===== config.mk =====
export PLATFORM = sky130hd
export DESIGN_NAME = reg_access_ctrl
export DESIGN_NICKNAME = d
export VERILOG_FILES = /design/src/rtl/reg_access_ctrl.sv
export SDC_FILE = /design/constraint.sdc
export NUM_CORES = 1
export LEC_CHECK = 0
export ABC_CLOCK_PERIOD_IN_PS = 2600
export BUFFER_PORTS_ARGS = -buffer_cell sky130_fd_sc_hd__buf_2
export CAP_MARGIN = 20
export CORE_ASPECT_RATIO = 1.1
export CORE_MARGIN = 2
export CORE_UTILIZATION = 54
export DETAILED_ROUTE_END_ITERATION = 10
export GPL_TIMING_DRIVEN = 0
export PLACE_DENSITY = 0.88
export SLEW_MARGIN = 20
export SYNTH_ARGS = -nofsm -noshare
export SYNTH_HDL_FRONTEND = slang
export SYNTH_SLANG_ARGS = --single-unit
export TNS_END_PERCENT = 20

===== constraint.sdc =====
create_clock -name clk -period 2.6 [get_ports clk]
set_input_delay 0.13 -clock clk [delete_from_list [all_inputs] [get_ports clk]]
set_output_delay 0.13 -clock clk [all_outputs]
set_load 0.02 [all_outputs]

===== src/rtl/reg_access_ctrl.sv =====
// Host register access sequencer: assembles byte writes into 16-bit words, caches the last
// read word for odd-byte reads, and runs the req/ack handshake with a timeout-protected DTACK.
package xv;
    localparam logic DTACK_ACK = 1'b0;
    localparam logic DTACK_NAK = 1'b1;
endpackage

module reg_access_ctrl #(
    parameter int TIMEOUT_CYCLES = 64
) (
    input  logic        clk,
    input  logic        reset_n_i,
    input  logic        write_strobe_i,
    input  logic        read_strobe_i,
    input  logic [3:0]  reg_num_i,
    input  logic        bytesel_i,
    input  logic [7:0]  bytedata_i,
    output logic [7:0]  bus_data_o,
    output logic        dtack_o,
    output logic        reg_wr_o,
    output logic        reg_rd_o,
    output logic [3:0]  reg_addr_o,
    output logic [15:0] reg_wdata_o,
    input  logic        reg_ack_i,
    input  logic [15:0] reg_rdata_i,
    output logic        timeout_o,
    output logic        overrun_o
);
    typedef enum logic [1:0] {IDLE, WR_WAIT, RD_WAIT} state_t;

    localparam logic [7:0] WAIT_LAST = 8'(TIMEOUT_CYCLES - 1);

    state_t      state_reg;
    logic [7:0]  hi_byte_reg;
    logic [15:0] cache_reg;
    logic [3:0]  cache_tag_reg;
    logic        cache_valid_reg;
    logic        bytesel_reg;
    logic [7:0]  wait_cnt_reg;
    logic        ack_pending_reg;

    logic strobe;
    logic cache_hit;

    assign strobe    = write_strobe_i | read_strobe_i;
    assign cache_hit = cache_valid_reg && (cache_tag_reg == reg_num_i);

    always_ff @(posedge clk or negedge reset_n_i) begin
        if (!reset_n_i) begin
            state_reg       <= IDLE;
            hi_byte_reg     <= 8'h00;
            cache_reg       <= 16'h0000;
            cache_tag_reg   <= 4'h0;
            cache_valid_reg <= 1'b0;
            bytesel_reg     <= 1'b0;
            wait_cnt_reg    <= 8'h00;
            ack_pending_reg <= 1'b0;
            bus_data_o      <= 8'h00;
            dtack_o         <= xv::DTACK_NAK;
            reg_wr_o        <= 1'b0;
            reg_rd_o        <= 1'b0;
            reg_addr_o      <= 4'h0;
            reg_wdata_o     <= 16'h0000;
            timeout_o       <= 1'b0;
            overrun_o       <= 1'b0;
        end else begin
            timeout_o <= 1'b0;
            overrun_o <= 1'b0;
            case (state_reg)
                IDLE: begin
                    // Write has priority over a simultaneous read; the read is silently dropped.
                    if (write_strobe_i) begin
                        dtack_o <= xv::DTACK_NAK;
                        if (cache_hit) cache_valid_reg <= 1'b0;
                        if (!bytesel_i) begin
                            hi_byte_reg     <= bytedata_i;
                            ack_pending_reg <= 1'b1;
                        end else begin
                            reg_wdata_o     <= {hi_byte_reg, bytedata_i};
                            reg_addr_o      <= reg_num_i;
                            reg_wr_o        <= 1'b1;
                            wait_cnt_reg    <= 8'h00;
                            ack_pending_reg <= 1'b0;
                            state_reg       <= WR_WAIT;
                        end
                    end else if (read_strobe_i) begin
                        dtack_o     <= xv::DTACK_NAK;
                        bytesel_reg <= bytesel_i;
                        if (bytesel_i && cache_hit) begin
                            bus_data_o      <= cache_reg[7:0];
                            ack_pending_reg <= 1'b1;
                        end else begin
                            reg_addr_o      <= reg_num_i;
                            reg_rd_o        <= 1'b1;
                            wait_cnt_reg    <= 8'h00;
                            ack_pending_reg <= 1'b0;
                            state_reg       <= RD_WAIT;
                        end
                    end else if (ack_pending_reg) begin
                        dtack_o         <= xv::DTACK_ACK;
                        ack_pending_reg <= 1'b0;
                    end
                end
                WR_WAIT, RD_WAIT: begin
                    if (strobe) overrun_o <= 1'b1;
                    if (reg_ack_i) begin
                        reg_wr_o  <= 1'b0;
                        reg_rd_o  <= 1'b0;
                        dtack_o   <= xv::DTACK_ACK;
                        state_reg <= IDLE;
                        if (state_reg == RD_WAIT) begin
                            cache_reg       <= reg_rdata_i;
                            cache_tag_reg   <= reg_addr_o;
                            cache_valid_reg <= 1'b1;
                            bus_data_o      <= bytesel_reg ? reg_rdata_i[7:0] : reg_rdata_i[15:8];
                        end
                    end else if (wait_cnt_reg == WAIT_LAST) begin
                        reg_wr_o  <= 1'b0;
                        reg_rd_o  <= 1'b0;
                        dtack_o   <= xv::DTACK_ACK;
                        timeout_o <= 1'b1;
                        state_reg <= IDLE;
                        if (state_reg == RD_WAIT) begin
                            bus_data_o      <= 8'hFF;
                            cache_valid_reg <= 1'b0;
                        end
                    end else begin
                        wait_cnt_reg <= wait_cnt_reg + 8'd1;
                    end
                end
                default: state_reg <= IDLE;
            endcase
        end
    end
endmodule


==> flow_metrics.env, run 1 <==
export IMPL_fillers=402
export IMPL_die_y_um=83.6
export IMPL_skew_ns=0.0111
export IMPL_yosys_area_top_type_share_pct=52.3
export IMPL_max_freq_mhz=423
export IMPL_setup_viol=0
export IMPL_drv_cap=0
export IMPL_htree_levels=3
export IMPL_worstSkewPairLatency_ns=0.35
export IMPL_synth_warnings=0
export IMPL_synth_largest_area_cell="dfrtp_1"
export IMPL_cts_buffer_depth=2
export IMPL_cellPowerDensity_nw_per_um2=1290
export IMPL_drive_gt1_share_pct=45.1
export IMPL_fin_setup_tns_ns=0
export IMPL_layout_common_cells="67 x buf_2, 65 x dfrtp_1, 51 x mux2_2"
export IMPL_arrival_ns=2.60
export IMPL_cts_tree="done"
export IMPL_r2r_start="state_reg[0]"
export IMPL_port_buffers=64
export IMPL_final_common_cell="buf_2"
export IMPL_place_congestion=0.784
export IMPL_wl_per_cell_um=16.1
export IMPL_status="completed"
export IMPL_reg2reg_to="reg_addr_o[1]"
export IMPL_grt_max_degree=39
export IMPL_timing_final_crit_share_pct=91.0
export IMPL_grt_overflow=0
export IMPL_worstSetupStartpointType="flip-flop"
export IMPL_hold_viol_final=0
export IMPL_num_antenna_cells=0
export IMPL_yosys_most_used_dff="dfrtp_1"
export IMPL_maxSlewHeadroom_pct=55.1
export IMPL_place_area_um2=3550
export IMPL_core_um2=5470
export IMPL_top_level_ports=67
export IMPL_endpoint_kind="flip-flop"
export IMPL_final_max_slew_violation_count=0
export IMPL_holdPathEnd="hi_byte_reg[1]"
export IMPL_peakVddDrop_v=0.000790
export IMPL_final_area_um2=3760
export IMPL_netlist_instances=253
export IMPL_drcViolationCount=0
export IMPL_first_pass_iters=4
export IMPL_grt_first_pass_wirelength_um=11100
export IMPL_cts_sinks=66
export IMPL_path_clk_slew_ns=0.07
export IMPL_hold_path_class="input pin to flip-flop"
export IMPL_syn_area_um2=3110
export IMPL_path_max_fanout=10
export IMPL_largest_reg_flops=16
export IMPL_critPathRequiredTime_ns=2.83
export IMPL_fin_cells=410
export IMPL_vias_per_cell=5.63
export IMPL_synthTopCellsByArea="dfrtp_1 52%, mux2_2 18%, mux2i_1 2.9%, a21oi_1 1.9%, o31ai_1 1.9%"
export IMPL_track_usage_pct=22.1
export IMPL_post_place_cells=393
export IMPL_ys_ff_latch=66
export IMPL_wl_um=6610
export IMPL_ys_types=45
export IMPL_holdPathStages=2
export IMPL_cts_setup_buffers=0
export IMPL_final_nets=369
export IMPL_leakagePower_nw=1.77
export IMPL_die_w_um=76.4
export IMPL_postRouteAntennaNets=0
export IMPL_first_iter_violations=214
export IMPL_dieArea_um2=6380
export IMPL_setup_ws_ns=0.234
export IMPL_avgSynthCellArea_um2=12.3
export IMPL_rows=28
export IMPL_synth_edf_count=0
export IMPL_grt_antenna_before_repair=0
export IMPL_worstMarginPinSlew_ns=0.669
export IMPL_final_core_utilization_pct=68.9
export IMPL_period_needed_ns=2.37
export IMPL_rrSetupSlack_ns=0.23
export IMPL_syn_nets=291
export IMPL_cts_buffers=9
export IMPL_syn2layout_area_growth_pct=21.0
export IMPL_initial_utilization_pct=56.9
export IMPL_hpwl_um=4700
export IMPL_via_count=2309
export IMPL_rsz0062_at_grt="no"
export IMPL_worstSetupPathType="flip-flop to flip-flop"
export IMPL_hp_start="bytedata_i[1]"
export IMPL_top_register="reg_wdata_o"
export IMPL_seq_area_frac_synth_pct=53.2
export IMPL_rr_worst_depth=6
export IMPL_grt_pass1_vias=2444
export IMPL_root_buffer="clkbuf_8"
export IMPL_postSynth_asyncResetShare_pct=100
export IMPL_dp_slack_ns=0.168
power by group:
group / total [mW] / internal [mW] / switching (mW)
Combinational: 2.24 / 1.00 / 1.24
Sequential: 1.77 / 1.51 / 0.262
Clock: 0.845 / 0.460 / 0.385
repair_timing:
item                                   CTS  global route
resized for setup                        0             1
hold buffers                             2             0
setup endpoints to repair                0             1
endpoints found under the hold margin   29             0
cell usage after synthesis, types with 3 or more instances:
master and instances:
mux2_2 51, xnor2_1 4, nor2b_1 5, ha_1 4
nand3_1 8, dfrtp_1 65, a21o_1 6, mux2i_1 9
o21ai_0 5, a21oi_1 12, o31ai_1 8, or4b_2 3
clkbuf_1 7, nand2_1 7, or3_1 3, nand4_1 3
and2_1 3, buf_2 4, nor2_1 11, inv_1 8
metrics by stage:
| stage | total power, mW | hold slack (ns) |
|---|---|---|
| 2_1_floorplan | 3.35 | -0.166 |
| 3_3_place_gp | 3.90 | 0.346 |
| 3_5_place_dp | 4.03 | 0.0735 |
| 4_1_cts | 4.89 | 0.0126 |
| 5_1_grt | 5.18 | 0.0134 |
| 6_report | 4.86 | 0.0263 |
cell families (layout without fill, tap and decap cells):
family	Yosys count	count (layout)	share of synthesized area [%]
flops	66	66	53.2
compound gates	41	41	8.89
mux	60	60	21.4
buf+inv	21	103	2.82
xor+xnor	4	4	1.13
simple gates	57	57	11.0
fa+ha+maj	4	4	1.61
routing by layer:
layer  vias to the layer above  routed length, um  global-route usage, %
met5                         -                  0                      0
met4                         0                105                   10.9
met3                        12                377                   7.58
met2                        77               3330                   36.8
met1                      1149               2800                   25.4
li1                       1071                  -                      -
critical path: stages (launching register included):
cell	delay, ns
dfrtp_1	0.40
inv_1	0.09
ha_1	0.23
clkbuf_1	0.37
o21ai_0	0.21
nor3_1	0.56
mux2_2	0.41
area by class of cell:
| type | count | area [um2] | area share, % |
|---|---|---|---|
| clock buffers | 10 | 138 | 3.66 |
| repair buffers | 67 | 363 | 9.64 |
| plain buffers | 13 | 57.6 | 1.53 |
| inverters | 8 | 30.0 | 0.798 |
| flip-flops and latches | 66 | 1650 | 43.9 |
| clock inverters | 5 | 55.1 | 1.46 |
| well taps | 75 | 93.8 | 2.49 |
| multi-input cells | 166 | 1370 | 36.5 |
worst max-delay path by stage:
stage,endpoint,slack (ns),start
finish,reg_addr_o[1],0.23,state_reg[0]
CTS,reg_wr_o,0.17,state_reg[0]
floorplan,wait_cnt_reg[0],0.61,wait_cnt_reg[0]
global placement,reg_wr_o,0.22,state_reg[0]
detailed placement,reg_wr_o,0.17,state_reg[0]
global route,reg_addr_o[3],0.10,state_reg[0]
Power figures use the tool's default switching activity.
==> inputs of run 2 (changes only) <==
Settings changed: HOLD_SLACK_MARGIN set to 0.03.
==> run 2 against run 1 <==
- via count grew 1.3%
- critical endpoint unchanged
- highest routed layer unchanged
- sequential share of layout area shrank 1.6 points
- global-route usage grew 0.68 points
- maximum frequency shrank 0.10%
==> flow_metrics.env, run 2 (synthesis gave the netlist of run 1 again) <==
export IMPL_hold_viol_final=0
export IMPL_peakVddDrop_v=0.000934
export IMPL_cts_tree="done"
export IMPL_place_area_um2=3550
export IMPL_slowest_delay_ns=0.57
export IMPL_track_usage_pct=22.8
export IMPL_rrSetupSlack_ns=0.23
export IMPL_leakagePower_nw=1.83
export IMPL_drcViolationCount=0
export IMPL_maxSlewHeadroom_pct=53.7
export IMPL_cpMaxStageDelayCell="nor3_1"
export IMPL_drv_cap=0
export IMPL_setup_viol=0
export IMPL_root_buffer="clkbuf_8"
export IMPL_top_register="reg_wdata_o"
export IMPL_via_count=2339
export IMPL_wl_per_cell_um=16.1
export IMPL_dr_wl_met3_um=415
export IMPL_wl_um=6840
export IMPL_cts_sinks=66
export IMPL_critPathRequiredTime_ns=2.83
export IMPL_first_iter_violations=172
export IMPL_largest_reg_flops=16
export IMPL_place_congestion=0.784
export IMPL_cp_cell_sequence="inv_1 -> ha_1 -> clkbuf_1 -> o21ai_0 -> nor3_1 -> mux2_2"
export IMPL_grt_pass1_vias=2506
export IMPL_fin_setup_tns_ns=0
export IMPL_die_y_um=83.6
export IMPL_final_common_cell="buf_2"
export IMPL_cts_buffer_depth=2
export IMPL_grt_first_pass_wirelength_um=11400
export IMPL_worstSetupPathType="flip-flop to flip-flop"
export IMPL_initial_utilization_pct=56.9
export IMPL_period_needed_ns=2.37
export IMPL_wl_met2_um=3460
export IMPL_status="completed"
export IMPL_seqCellArea_um2=1650
export IMPL_worstMarginPinSlew_ns=0.689
export IMPL_cts_buffers=9
export IMPL_dieArea_um2=6380
export IMPL_top_level_ports=67
export IMPL_hold_path_class="input pin to flip-flop"
export IMPL_cellPowerDensity_nw_per_um2=1250
export IMPL_hpwl_um=4700
export IMPL_first_pass_iters=4
export IMPL_rows=28
export IMPL_fillers=383
export IMPL_vias_per_cell=5.52
export IMPL_worstSkewPairLatency_ns=0.34
export IMPL_num_antenna_cells=0
export IMPL_multi_input_area_um2=1370
export IMPL_final_area_um2=3900
export IMPL_met1Wirelength_um=2820
export IMPL_postRouteAntennaNets=0
export IMPL_final_nets=383
export IMPL_timing_final_crit_share_pct=91.1
export IMPL_crit_family="simple AND/OR/NAND/NOR gates"
export IMPL_endpoint_kind="flip-flop"
export IMPL_layout_common_cells="67 x buf_2, 65 x dfrtp_1, 51 x mux2_2"
export IMPL_core_um2=5470
export IMPL_htree_levels=3
export IMPL_path_clk_slew_ns=0.07
export IMPL_die_w_um=76.4
export IMPL_worstSetupStartpointType="flip-flop"
export IMPL_final_max_slew_violation_count=0
export IMPL_max_freq_mhz=422
export IMPL_rsz0062_at_grt="no"
export IMPL_path_max_fanout=10
export IMPL_drive_gt1_share_pct=43.3
export IMPL_grt_max_degree=39
export IMPL_highest_layer="met4"
export IMPL_cts_setup_buffers=0
export IMPL_port_buffers=64
export IMPL_arrival_ns=2.60
export IMPL_grt_antenna_before_repair=0
export IMPL_crit_buf_inv=2
export IMPL_grt_overflow=0
export IMPL_syn2layout_area_growth_pct=25.6
export IMPL_skew_ns=0.00921
[run 2: cell types whose count changed in the layout (fill, tap and decap cells not counted)]
cell	before	now
dlygate4sd3_1	2	16
[run 2: final timing paths]
check,start,to,cells after the start
worst max-delay path,state_reg[0],reg_addr_o[1],6
worst min-delay path,reg_num_i[3],reg_addr_o[3],2
worst max register to register,state_reg[0],reg_addr_o[1],6
worst min register to register,reg_wdata_o[1],reg_wdata_o[1],1
max in group asynchronous,reset_n_i,dtack_o,3
min in group asynchronous,reset_n_i,wait_cnt_reg[2],2
[run 2: report_power, final]
part	leakage (nW)	internal [mW]	switching, mW
clock	0.0941	0.460	0.382
combinational	0.935	1.02	1.26
sequential	0.797	1.51	0.262
[run 2: routing by layer]
layer	global-route usage, %	up-vias
met3	6.60	15
met2	37.7	81
met4	13.6	0
li1	-	1099
met1	26.2	1144
met5	0	-
[run 2: area by class of cell]
type                       instances  share of cell area [%]
buffer                            13                    1.47
clock buffer                      10                    3.53
clock inverter                     5                    1.41
inverter                           8                   0.769
multi-input combinational        166                    35.2
sequential                        66                    42.3
tap                               75                    2.40
timing repair buffer              81                    12.9
[run 2: through the flow]
stage	utilization, %	total power [mW]	instances	worst slack [ns]	hold WS [ns]
2_1_floorplan	-	3.35	253	0.605	-0.166
3_3_place_gp	64.5	3.90	392	0.219	0.346
3_5_place_dp	64.9	4.03	393	0.168	0.0735
4_1_cts	71.3	4.90	424	0.174	0.0315
5_1_grt	71.4	5.20	424	0.101	0.0429
6_report	71.4	4.89	424	0.232	0.0463
[run 2: what timing repair did]
item | 4_1_cts | 5_1_grt
hold buffers | 16 | 0
endpoints found under the hold margin | 48 | 0
gates resized for setup | 0 | 1
setup endpoints to repair | 0 | 1
==> inputs of run 3 (changes only) <==
--- a/config.mk
+++ b/config.mk
@@ -6,4 +6,5 @@
 export NUM_CORES = 1
 export LEC_CHECK = 0
+export ABC_AREA = 1
 export ABC_CLOCK_PERIOD_IN_PS = 2600
 export BUFFER_PORTS_ARGS = -buffer_cell sky130_fd_sc_hd__buf_2
==> constraint.sdc (replaced) <==
create_clock -name clk -period 2.6 [get_ports clk]
set_input_delay 0.39 -clock clk [delete_from_list [all_inputs] [get_ports clk]]
set_output_delay 0.39 -clock clk [all_outputs]
set_load 0.02 [all_outputs]
==> run 3 against run 2 <==
- worst setup slack improved by 0.38 ns
- die area rose by 2.9%
- first-iteration DRC count decreased by 3.5%
- cell count grew 30%
- core utilization shrank 3.4 points
- maximum frequency up 19%
- sequential share of layout area fell by 0.22 points
- power shrank 1.0%
- clock power up 28%
- non-clock buffer count is 17 lower
- critical path type unchanged
==> flow_metrics.env, run 3 <==
export IMPL_wl_um=7240
export IMPL_status="completed"
export IMPL_max_freq_mhz=502
export IMPL_path_max_fanout=9
export IMPL_postSynth_asyncResetShare_pct=100
export IMPL_cp_startpoint="state_reg[0]"
export IMPL_worstSetupStartpointType="flip-flop"
export IMPL_layout_common_cells="144 x nand2_1, 71 x buf_2, 65 x dfrtp_1"
export IMPL_arrival_ns=2.22
export IMPL_syn_area_um2=3210
export IMPL_synth_warnings=0
export IMPL_worstSetupPathType="flip-flop to flip-flop"
export IMPL_core_um2=5770
export IMPL_yosys_most_used_dff="dfrtp_1"
export IMPL_synthTopCellsByArea="dfrtp_1 51%, nand2_1 17%, inv_1 4.6%, nand3_1 3.7%, o21ai_1 3.1%"
export IMPL_period_needed_ns=1.99
export IMPL_cellPowerDensity_nw_per_um2=1230
export IMPL_top_register="reg_wdata_o"
export IMPL_crit_buf_inv=3
export IMPL_first_iter_violations=166
export IMPL_worstMarginPinSlew_ns=0.477
export IMPL_cts_sinks=66
export IMPL_crit_end="wait_cnt_reg[1]"
export IMPL_port_buffers=66
export IMPL_grt_overflow=0
export IMPL_largest_reg_flops=16
export IMPL_worstSkewPairLatency_ns=0.35
export IMPL_worst_path_stages=10
export IMPL_critPathRequiredTime_ns=2.82
export IMPL_final_nets=508
export IMPL_yosys_area_top_type_share_pct=50.7
export IMPL_drv_cap=0
export IMPL_seq_area_frac_synth_pct=51.6
export IMPL_ys_ff_latch=66
export IMPL_avgSynthCellArea_um2=8.20
export IMPL_slowest_delay_ns=0.41
export IMPL_top_level_ports=67
export IMPL_die_y_um=84.8
export IMPL_cpMaxStageDelayCell="ha_1"
export IMPL_rr_worst_depth=10
export IMPL_first_pass_iters=7
export IMPL_die_w_um=77.5
export IMPL_synth_edf_count=0
export IMPL_grt_pass1_vias=2767
export IMPL_rows=29
export IMPL_r2r_start="state_reg[0]"
export IMPL_final_core_utilization_pct=68.0
export IMPL_postRouteAntennaNets=0
export IMPL_syn2layout_area_growth_pct=22.4
export IMPL_track_usage_pct=24.1
export IMPL_initial_utilization_pct=55.6
export IMPL_synth_largest_area_cell="dfrtp_1"
export IMPL_maxSlewHeadroom_pct=68.2
export IMPL_endpoint_kind="flip-flop"
export IMPL_netlist_instances=391
export IMPL_cts_buffers=9
export IMPL_drive_gt1_share_pct=24.0
export IMPL_hold_viol_final=0
export IMPL_grt_antenna_before_repair=0
export IMPL_num_antenna_cells=0
export IMPL_ys_types=31
export IMPL_rsz0062_at_grt="no"
export IMPL_synthTopCellsByCount="144 x nand2_1, 65 x dfrtp_1, 39 x inv_1"
export IMPL_crit_family="simple AND/OR/NAND/NOR gates"
export IMPL_fin_setup_tns_ns=0
export IMPL_peakVddDrop_v=0.000712
export IMPL_rrSetupSlack_ns=0.61
export IMPL_drcViolationCount=0
export IMPL_grt_first_pass_wirelength_um=12400
export IMPL_syn_nets=429
export IMPL_skew_ns=0.00857
export IMPL_grt_max_degree=48
export IMPL_wl_per_cell_um=13.1
export IMPL_place_congestion=0.906
export IMPL_cp_common_cell="nand2_1"
export IMPL_via_count=2893
export IMPL_cts_buffer_depth=2
export IMPL_cp_cell_sequence="inv_1 -> ha_1 -> nand2_1 -> inv_1 -> nor2_1 -> o21ai_2 -> inv_2 -> nand2_4 -> nand2_1 -> nand2_1"
export IMPL_synth_most_common_cell="nand2_1"
export IMPL_hold_path_class="input pin to flip-flop"
export IMPL_reg2reg_to="wait_cnt_reg[1]"
export IMPL_setup_viol=0
export IMPL_timing_final_crit_share_pct=76.6
export IMPL_leakagePower_nw=2.13
export IMPL_cts_tree="done"
export IMPL_hpwl_um=5040
export IMPL_htree_levels=3
export IMPL_path_clk_slew_ns=0.08
export IMPL_final_common_cell="nand2_1"
export IMPL_root_buffer="clkbuf_8"
export IMPL_vias_per_cell=5.24
export IMPL_dieArea_um2=6570
export IMPL_final_max_slew_violation_count=0
==> run 3: per-layer routing <==
| metal | share of wire, % | up-vias | track usage, % |
|---|---|---|---|
| met4 | 2.3 | 0 | 11.0 |
| met3 | 5.5 | 17 | 5.81 |
| li1 | - | 1407 | - |
| met2 | 49 | 91 | 39.8 |
| met5 | 0 | - | 0 |
| met1 | 43 | 1378 | 29.9 |
==> run 3: logic make-up after synthesis <==
family	after synthesis	share of synthesized area, %
and+or+nand+nor	208	28.1
DFF	66	51.6
buffers and inverters	55	6.91
AOI/OAI and AO/OA	48	8.47
muxes	8	2.81
adders and majority gates	4	1.56
xor gates and xnor gates	2	0.547
==> run 3: what timing repair did <==
action	in CTS	in global routing
resized for setup	0	0
hold endpoints to repair	19	0
setup buffers	0	0
hold buffers	1	0
==> run 3: per-stage QoR <==
| step | hold WS, ns | power, mW | instance area [um2] | worst slack (ns) | instances |
|---|---|---|---|---|---|
| 4_1_cts | 0.272 | 4.84 | 3920 | 0.649 | 552 |
| 6_report | 0.287 | 4.84 | 3920 | 0.608 | 552 |
| 2_1_floorplan | 0.0944 | 3.13 | 3210 | 0.973 | 391 |
| 3_3_place_gp | 0.451 | 3.65 | 3630 | 0.737 | 534 |
| 3_5_place_dp | 0.297 | 3.74 | 3660 | 0.690 | 535 |
| 5_1_grt | 0.279 | 5.19 | 3920 | 0.487 | 552 |
==> run 3: area by class of cell <==
cell class | count | area (um2)
Clock inverter | 6 | 114
Fill cell | 450 | 1850
Clock buffer | 10 | 138
Timing Repair Buffer | 68 | 370
Tap cell | 77 | 96.3
Inverter | 46 | 173
Buffer | 9 | 48.8
Sequential cell | 66 | 1650
Multi-Input combinational cell | 270 | 1330
==> run 3: worst min-delay path by stage <==
stage / start / to / slack, ns / depth (start not counted)
3_3_place_gp: bus_data_o[3] / bus_data_o[3] / 0.45 / 2
3_5_place_dp: reset_n_i / cache_reg[2] / 0.30 / 1
5_1_grt: reg_ack_i / timeout_o / 0.28 / 2
4_1_cts: reg_ack_i / timeout_o / 0.27 / 2
2_1_floorplan: reset_n_i / ack_pending_reg / 0.09 / 0
6_report: reg_ack_i / timeout_o / 0.29 / 2
==> run 3: worst reg2reg max path: stages, from the launching register on <==
cell and delay, ns:
dfrtp_1 0.40, inv_1 0.08, ha_1 0.41, nand2_1 0.17
inv_1 0.16, nor2_1 0.17, o21ai_2 0.07, inv_2 0.16
nand2_4 0.11, nand2_1 0.07, nand2_1 0.06
==> run 3: power by group <==
group          internal [mW]  switching, mW
sequential              1.46          0.236
clock                  0.664          0.412
combinational          0.688           1.38
total                   2.81           2.03
